`config.mk`:
```
export PLATFORM = sky130hd
export DESIGN_NAME = renkon_linebuf
export DESIGN_NICKNAME = d
export VERILOG_FILES = /design/src/rtl/renkon_pkg.sv /design/src/rtl/renkon_linebuf_row.sv /design/src/rtl/renkon_linebuf.sv
export SDC_FILE = /design/constraint.sdc
export NUM_CORES = 2
export LEC_CHECK = 0
export CAP_MARGIN = 20
export CORE_ASPECT_RATIO = 0.6
export CORE_MARGIN = 2
export CORE_UTILIZATION = 35
export CTS_BUF_LIST = sky130_fd_sc_hd__clkbuf_8
export CTS_CLUSTER_SIZE = 28
export DETAILED_ROUTE_END_ITERATION = 8
export GPL_TIMING_DRIVEN = 1
export PLACE_DENSITY = 0.58
export SLEW_MARGIN = 10
export SYNTH_ARGS = -nofsm -noshare
export SYNTH_HDL_FRONTEND = slang
export SYNTH_SLANG_ARGS = --single-unit
```
`constraint.sdc`:
```
create_clock -name clk -period 7.52 [get_ports clk]
set_input_delay 1.128 -clock clk [delete_from_list [all_inputs] [get_ports clk]]
set_output_delay 1.128 -clock clk [all_outputs]
set_load 0.01 [all_outputs]
```
`src/rtl/renkon_pkg.sv`:
```
// rtl/renkon_pkg.sv - shared sizes and FSM state type for the renkon line buffer
package renkon_pkg;

    localparam int DWIDTH = 16;
    localparam int FSIZE  = 5;
    localparam int MAXW   = 32;
    localparam int LWIDTH = 6;

    typedef enum logic [1:0] {
        S_IDLE = 2'd0,
        S_RUN  = 2'd1,
        S_DONE = 2'd2
    } state_t;

endpackage

```
`src/rtl/renkon_linebuf_row.sv`:
```
// rtl/renkon_linebuf_row.sv - one line delay: circular RAM tapped at the runtime image width
module renkon_linebuf_row #(
    parameter int DWIDTH = 16,
    parameter int MAXW   = 32,
    parameter int LWIDTH = 6
) (
    input  logic              clk,
    input  logic              xrst,
    input  logic              clear,
    input  logic              en,
    input  logic [LWIDTH-1:0] width,
    input  logic [DWIDTH-1:0] din,
    output logic [DWIDTH-1:0] dout
);

    localparam int AW = (MAXW > 1) ? $clog2(MAXW) : 1;

    // Contents are never reset: rows not yet written are masked by the row gating upstream.
    logic [DWIDTH-1:0] mem [MAXW];
    logic [LWIDTH-1:0] ptr;

    // The slot about to be overwritten holds the pixel written exactly width beats ago.
    assign dout = mem[ptr[AW-1:0]];

    // Pointer walks 0..width-1 and restarts at every accepted frame start.
    always_ff @(posedge clk or negedge xrst) begin
        if (!xrst) begin
            ptr <= '0;
        end else if (clear) begin
            ptr <= '0;
        end else if (en) begin
            if (ptr == width - 1'b1) begin
                ptr <= '0;
            end else begin
                ptr <= ptr + 1'b1;
            end
        end
    end

    // Write the incoming pixel into the slot just read out.
    always_ff @(posedge clk) begin
        if (en) begin
            mem[ptr[AW-1:0]] <= din;
        end
    end

endmodule

```
`src/rtl/renkon_linebuf.sv`:
```
// rtl/renkon_linebuf.sv - raster line buffer producing FSIZE x FSIZE pixel windows
module renkon_linebuf
    import renkon_pkg::*;
#(
    parameter int DWIDTH = renkon_pkg::DWIDTH,
    parameter int FSIZE  = renkon_pkg::FSIZE,
    parameter int MAXW   = renkon_pkg::MAXW,
    parameter int LWIDTH = renkon_pkg::LWIDTH
) (
    input  logic                            clk,
    input  logic                            xrst,
    input  logic                            start,
    input  logic [LWIDTH-1:0]               img_width,
    input  logic [LWIDTH-1:0]               img_height,
    input  logic                            in_valid,
    input  logic [DWIDTH-1:0]               in_data,
    output logic                            busy,
    output logic                            out_valid,
    output logic [FSIZE*FSIZE*DWIDTH-1:0]   out_data,
    output logic                            done,
    output logic                            err
);

    state_t            state;
    logic [LWIDTH-1:0] width_q;
    logic [LWIDTH-1:0] height_q;
    logic [LWIDTH-1:0] col;
    logic [LWIDTH-1:0] row;
    logic [FSIZE*FSIZE*DWIDTH-1:0] win;

    logic size_ok;
    logic accept;
    logic beat;

    // line[0] is the live pixel, line[k] the pixel k rows above it.
    logic [DWIDTH-1:0] line [FSIZE];

    assign size_ok = (img_width >= LWIDTH'(FSIZE)) && (img_width <= LWIDTH'(MAXW)) &&
                     (img_height >= LWIDTH'(FSIZE));
    assign accept  = (state == S_IDLE) && start && size_ok;
    assign beat    = (state == S_RUN) && in_valid;
    assign line[0] = in_data;
    assign out_data = win;

    genvar k;
    generate
        for (k = 1; k < FSIZE; k++) begin : g_row
            renkon_linebuf_row #(
                .DWIDTH (DWIDTH),
                .MAXW   (MAXW),
                .LWIDTH (LWIDTH)
            ) u_row (
                .clk   (clk),
                .xrst  (xrst),
                .clear (accept),
                .en    (beat),
                .width (width_q),
                .din   (line[k-1]),
                .dout  (line[k])
            );
        end
    endgenerate

    // Frame control: size latch, raster counters and the registered status pulses.
    always_ff @(posedge clk or negedge xrst) begin
        if (!xrst) begin
            state     <= S_IDLE;
            width_q   <= '0;
            height_q  <= '0;
            col       <= '0;
            row       <= '0;
            busy      <= 1'b0;
            out_valid <= 1'b0;
            done      <= 1'b0;
            err       <= 1'b0;
        end else begin
            out_valid <= 1'b0;
            done      <= 1'b0;
            err       <= 1'b0;
            case (state)
                S_IDLE: begin
                    if (start) begin
                        if (size_ok) begin
                            width_q  <= img_width;
                            height_q <= img_height;
                            col      <= '0;
                            row      <= '0;
                            busy     <= 1'b1;
                            state    <= S_RUN;
                        end else begin
                            err <= 1'b1;
                        end
                    end
                end
                S_RUN: begin
                    if (in_valid) begin
                        out_valid <= (row >= LWIDTH'(FSIZE - 1)) && (col >= LWIDTH'(FSIZE - 1));
                        if (col == width_q - 1'b1) begin
                            col <= '0;
                            if (row == height_q - 1'b1) begin
                                busy  <= 1'b0;
                                done  <= 1'b1;
                                state <= S_DONE;
                            end else begin
                                row <= row + 1'b1;
                            end
                        end else begin
                            col <= col + 1'b1;
                        end
                    end
                end
                S_DONE: begin
                    state <= S_IDLE;
                end
                default: begin
                    state <= S_IDLE;
                end
            endcase
        end
    end

    // Window slides one column left per beat; the new right column is oldest row at i=0.
    always_ff @(posedge clk or negedge xrst) begin
        if (!xrst) begin
            win <= '0;
        end else if (beat) begin
            for (int i = 0; i < FSIZE; i++) begin
                for (int j = 0; j < FSIZE - 1; j++) begin
                    win[(i*FSIZE+j)*DWIDTH +: DWIDTH] <= win[(i*FSIZE+j+1)*DWIDTH +: DWIDTH];
                end
                win[(i*FSIZE+FSIZE-1)*DWIDTH +: DWIDTH] <= line[FSIZE-1-i];
            end
        end
    end

endmodule

```
Word-level counts from Yosys, hierarchy flattened
Memory sizes are Yosys's and may differ from the RTL's. A register that Yosys moved wholly into a read port is not among the register bits.
Index checks and enable logic that the tools add are counted.
- memories kept: 4
- RAM bits: 2048
- word-level logic and storage cells: 103
- bits in registers: 454
- bits of input ports: 32
- output and inout bits: 404
- reduce and logical (&&, ||, !) cells: 15
- order comparisons: 5
- add/subtract/negate cells: 8
- muxes and demuxes: 44
- equal/unequal tests: 13
- memory list (memory ; depth ; width ; rd ports ; clocked after Yosys merged registers in ; wr ports ; line ; source):
    g_row[1].u_row.mem ; 32 ; 16 ; 1 ; 0 ; 1 ; renkon_linebuf_row.sv:19 ; logic [DWIDTH-1:0] mem [MAXW];
    g_row[2].u_row.mem ; 32 ; 16 ; 1 ; 0 ; 1 ; renkon_linebuf_row.sv:19 ;
    g_row[3].u_row.mem ; 32 ; 16 ; 1 ; 0 ; 1 ; renkon_linebuf_row.sv:19 ;
    g_row[4].u_row.mem ; 32 ; 16 ; 1 ; 1 ; 1 ; renkon_linebuf_row.sv:19 ;
- operators by type and width (kind ; number):
    6-bit 2-to-1 mux ; 19
    6-bit by 1-bit adder with 6-bit output, second input constant ; 6
    6-bit == test ; 6
    6-bit by 3-bit greater-or-equal comparator with 1-bit output, second input constant ; 4
    6-bit one-hot mux with 2 select lines ; 2
    1-bit 2-to-1 mux ; 16
    6-bit AND reduction ; 2
    6-bit by 1-bit subtractor with 6-bit output, second input constant ; 2
    2-bit 2-to-1 mux ; 5
    2-bit inequality test, second input constant ; 4
    6-bit less-or-equal comparator, second input constant ; 1
    1-bit logical AND ; 6
    5-bit AND reduction ; 1
    2-bit by 1-bit inequality test with 1-bit output, second input constant ; 2
    2-bit one-hot mux with 2 select lines ; 1
    4-bit AND reduction ; 1
    2-bit nonzero test ; 2
    3-bit AND reduction ; 1
    2-bit by 1-bit == test with 1-bit output, second input constant ; 1
    2-bit logical NOT ; 1
    1-bit one-hot mux with 2 select lines ; 1
    1-bit logical NOT ; 1

Longest topological paths before layout
- depth after elaboration: 6
- gate-level depth with buffers: 12
- gate-level depth less buffers: 8

By module
Synthesis repeated with hierarchy kept, for this count alone.
- cell total of the unflattened synthesis: 5425
- area total of the unflattened synthesis: 96277.3 um2
- modules (own cells, without submodules) (module ; area an instance (um2) ; cells each ; instances ; sequential area each (um2)):
    renkon_linebuf_row ; 19915.4 ; 884 ; 4 ; 15524.9
    renkon_linebuf ; 16615.9 ; 1889 ; 1 ; 10760.3

Worst setup path before layout
Ideal clock, no wire load.
- path type: input port to flip-flop
- start: input in_valid
- end: memory g_row[4].u_row.mem[31][0], enable pin
- data required time: 7.111 ns
- setup time: 0.409 ns
- buffers on the path: 2
- slack: 4.254 ns
- arrival time: 2.857 ns
- stages on the path: 4
- cell sequence: nand2_1 > clkbuf_1 > clkbuf_1 > nor3_1
- word-level cells in the longest chain between the ends: 3
- RTL lines (what ; line ; source):
    start: declaration ; renkon_linebuf.sv:15 ; input logic in_valid,
    1-bit logical AND ; renkon_linebuf.sv:41 ; assign beat = (state == S_RUN) && in_valid;
    1-bit 2-to-1 mux ; renkon_linebuf_row.sv:42 ; if (en) begin
    1-bit 2-to-1 mux (not written as such) ; renkon_linebuf_row.sv:43 ; mem[ptr[AW-1:0]] <= din;
    end: declaration ; renkon_linebuf_row.sv:19 ;
Every way passes these cells.

Worst setup path after layout
- start: register state[1]
- end: memory g_row[2].u_row.mem[7][12], enable pin
- word-level cells in the longest chain between the ends: 4
- RTL lines (what ; line ; source):
    start: declaration ; renkon_linebuf.sv:24 ; state_t state;
    start signal: assignment ; renkon_linebuf.sv:67 ; state <= S_IDLE;
    start signal: assignment ; renkon_linebuf.sv:89 ; state <= S_RUN;
    start signal: assignment ; renkon_linebuf.sv:103 ; state <= S_DONE;
    2-bit by 1-bit == test with 1-bit output ; renkon_linebuf.sv:41 ;
    1-bit logical AND ; renkon_linebuf.sv:41 ;
    1-bit 2-to-1 mux ; renkon_linebuf_row.sv:42 ;
    1-bit 2-to-1 mux (not written as such) ; renkon_linebuf_row.sv:43 ;
    end: declaration ; renkon_linebuf_row.sv:19 ;
Every way passes these cells.

==> key figures <==
Outcome
  – Status: finished clean

Synth
  – Synth warn: 0
  – Synth Instances: around 5700
  – Post-synth EDFFs: between 2000 and 2500
  – Avg Cell Area, Syn: 17.0 µm²
  – Yosys cell types: between 60 and 70
  – Syn Nets: between 5000 and 6000
  – Count leader, synth: edfxtp_1
  – Yosys top cell by area: edfxtp_1
  – Post-synth top cells: 2048 x edfxtp_1, 1261 x nand2_1, 517 x mux4_2, 454 x dfrtp_1, 376 x inv_1
  – Post-synth top area share: 63.5%
  – Synth Flop Type: edfxtp_1
  – Synth Register Bits: 2502
  – Largest cells by area after synthesis: edfxtp_1 63%, mux4_2 12%, dfrtp_1 12%, nand2_1 4.9%, inv_1 1.5%
  – Register area share after synthesis: around 75%
  – Synthesized area: 96900 µm²
  – Ys async rst share: approximately 18%

GRT
  – Initial antenna violation count: 30
  – Met3 Track Usage GR: approximately 4.3%
  – Pin count of the biggest net entering global routing: 173
  – Met1 Track Usage GR: a little over a quarter
  – Number of global-route vias before repair: approximately 53000
  – Total global routing overflow: 0
  – First-pass GRT wire length: between 300000 and 400000 µm
  – Busiest grt layer: met1
  – GR Util met2: 26.6%
  – GRT Total Usage: around 18%

Floorplanning
  – Num rows: between 100 and 150
  – DIE HEIGHT: around 410 µm
  – # IOs: ~440
  – Die width: between 600 and 700 µm
  – Core area: 275000 µm²
  – Initial Util: 35.2%
  – Die area: between 200000 and 300000 µm²

Pwr
  – LEAKAGE: between 0.04 and 0.05 µW
  – Max VDD drop: around 0.39 mV
  – PwrDens: ~440 nW/µm²

STA
  – Min Hold Slack: approximately 0.08 ns
  – Final hold vios: 0
  – Worst-margin pin slew: 1.12 ns
  – Slew Limit Fails: 0
  – Max Clock Freq: 245 MHz
  – Clock skew: 0.106 ns
  – Max_slew headroom: between 20 and 30%
  – Crit path time final: 4.09 ns
  – Fin Setup TNS: 0 ns
  – Fraction of the cycle the final worst path needs: between 50% and 60%
  – Final setup vio count: 0
  – RSZ-0062 raised after global routing: false

Critical path
  – CP top delay family: simple AND/OR/NAND/NOR gates
  – Worst Path Arrival: between 4 and 5 ns
  – CP peak stage delay: between 0.8 and 0.9 ns
  – Reg2Reg Launch Point: state[1]
  – Cell Chain, Critical Path: nor2b_1, and2_4, buf_4, nand2_1, nor2_2
  – Setup crit start kind: flop
  – Slowest CP cell: nor2_2
  – R2r endpoint: g_row[2].u_row.mem[7][12]
  – Top fanout value on the critical path: 69
  – Reg2reg setup slack: about 3.4 ns
  – Worst path bufs/invs: 1
  – Worst endpoint required time: roughly 8.1 ns
  – CP Capture Type: flop
  – Critical path class: reg2reg
  – R2r worst-path depth: 5

Route
  – DR pass1 iterations: 7
  – DRC Markers: 0
  – WL/cell: between 20 and 25 µm
  – Vias: 53000
  – Vias/cell: about 5.1
  – Starting DRT DRC Count: 6083
  – Post-route ant nets: 0
  – Total Wirelength: around 260000 µm

Final layout
  – # fillers: 24700
  – Nets@finish: between 6000 and 7000
  – Area grow syn2layout: 17.2%
  – Share of cells above drive strength 1: between 10% and 20%

Placed design
  – Routability cong.: between 0.8 and 0.9
  – Buffers added on ports: between 400 and 500
  – Half-perimeter wire length after placement: ~160000 µm

Job
  – Total of max-cap violations: 0

CTS
  – Clock Sinks: 2502
  – H-tree Lvls: 5
  – CTS tree: yes
  – Max Root-Sink Buffers: 4
  – Post_cts resized: 0
  – CTS clock-pin slew for the worst setup and hold paths: approximately 0.070 ns
  – Clock root buffer master: clkbuf_8
  – Clock latency at the later pin of the worst-skew pair: 1.02 ns
  – Cts bufs inserted: between 300 and 400
  – Hold-fix buffers at CTS: 0
  – Postcts setup bufs: 0

Min path
  – HP Class: in2async
[area by class of cell]
cell class / instances / area (µm²) / share of cell area (%)
sequential: 2502 / 72900 / 64.2
tap: 3699 / 4630 / 4.08
multi-input combinational: 2523 / 21500 / 18.9
timing repair buffer: 662 / 6190 / 5.45
clock buffer: 396 / 5450 / 4.80
antenna: 7 / 17.5 / 0.0154
clock inverter: 278 / 1520 / 1.34
inverter: 376 / 1410 / 1.24
[registers in the layout, indices dropped and copies added (netlist names), 2 cells and up]
register and count:
g_row.u_row.ptr 24, row 6, state 2, col 6
width_q 6, height_q 6, out_data 400, g_row.u_row.mem 2048
[where the power goes]
part	internal, µW	switching, µW	total (µW)
Combinational	6170	11100	17200
Clock	5290	5350	10600
Sequential	20100	1560	21700
Total	31600	18000	49600
[routing by layer]
metal | vias to the layer above | routed length (µm)
met1 | 27600 | 118000
li1 | 22900 | -
met3 | 351 | 23500
met4 | 0 | 4770
met5 | - | 0
met2 | 2248 | 115000
[layout by cell type, fill, tap and decap left out, drive strengths merged, types with 119 or more instances in the layout]
master         Yosys  routed
clkinv             0     119
o22ai            169     169
buf               81     227
dfrtp            454     454
mux4             517     517
nor2             147     147
inv              376     510
clkdlybuf4s50      0     434
edfxtp          2048    2048
clkbuf           226     397
nand2           1261    1261
[worst register-to-register path, stage by stage, from the launching register on]
cell	delay, ns
dfrtp_1	0.38
nor2b_1	0.76
and2_4	0.47
buf_4	0.64
nand2_1	0.56
nor2_2	0.86
[stage by stage]
stage                     setup slack (ns)  cell area [µm²]  total power [µW]  utilization, %  instances
final                                 3.43           114000             49600            41.3      10400
after global routing                  3.10           114000             51900            41.3      10400
after CTS                             3.22           114000             50100            41.3      10400
after detailed placement              2.95           107000             39400            38.7       9760
after global placement                3.01           107000             39000            38.7       9759
after floorplan                       4.25            96900             30500               -       5708
[logic make-up (layout without fill, tap and decap cells)]
family / Yosys count / count (layout) / share of synthesized area, %
flops: 2502 / 2502 / 75.2
simple gates: 1587 / 1587 / 6.71
buf+inv: 683 / 1712 / 2.70
mux: 545 / 545 / 12.3
compound gates: 322 / 322 / 2.25
xor+xnor: 47 / 47 / 0.524
fa+ha+maj: 22 / 22 / 0.284
other cells: 0 / 7 / 0
[how the worst max path moves through the flow]
| stage | start | end | slack [ns] | cells past startpoint |
|---|---|---|---|---|
| after detailed placement | in_valid | g_row[2].u_row.mem[6][1] | 2.95 | 5 |
| final | state[1] | g_row[2].u_row.mem[7][12] | 3.43 | 5 |
| after floorplan | in_valid | g_row[4].u_row.mem[31][0] | 4.25 | 4 |
| after CTS | state[1] | g_row[2].u_row.mem[6][9] | 3.22 | 5 |
| after global routing | state[1] | g_row[2].u_row.mem[6][9] | 3.10 | 5 |
| after global placement | in_valid | g_row[2].u_row.mem[7][0] | 3.01 | 5 |
(Power assumes the default switching activity.)
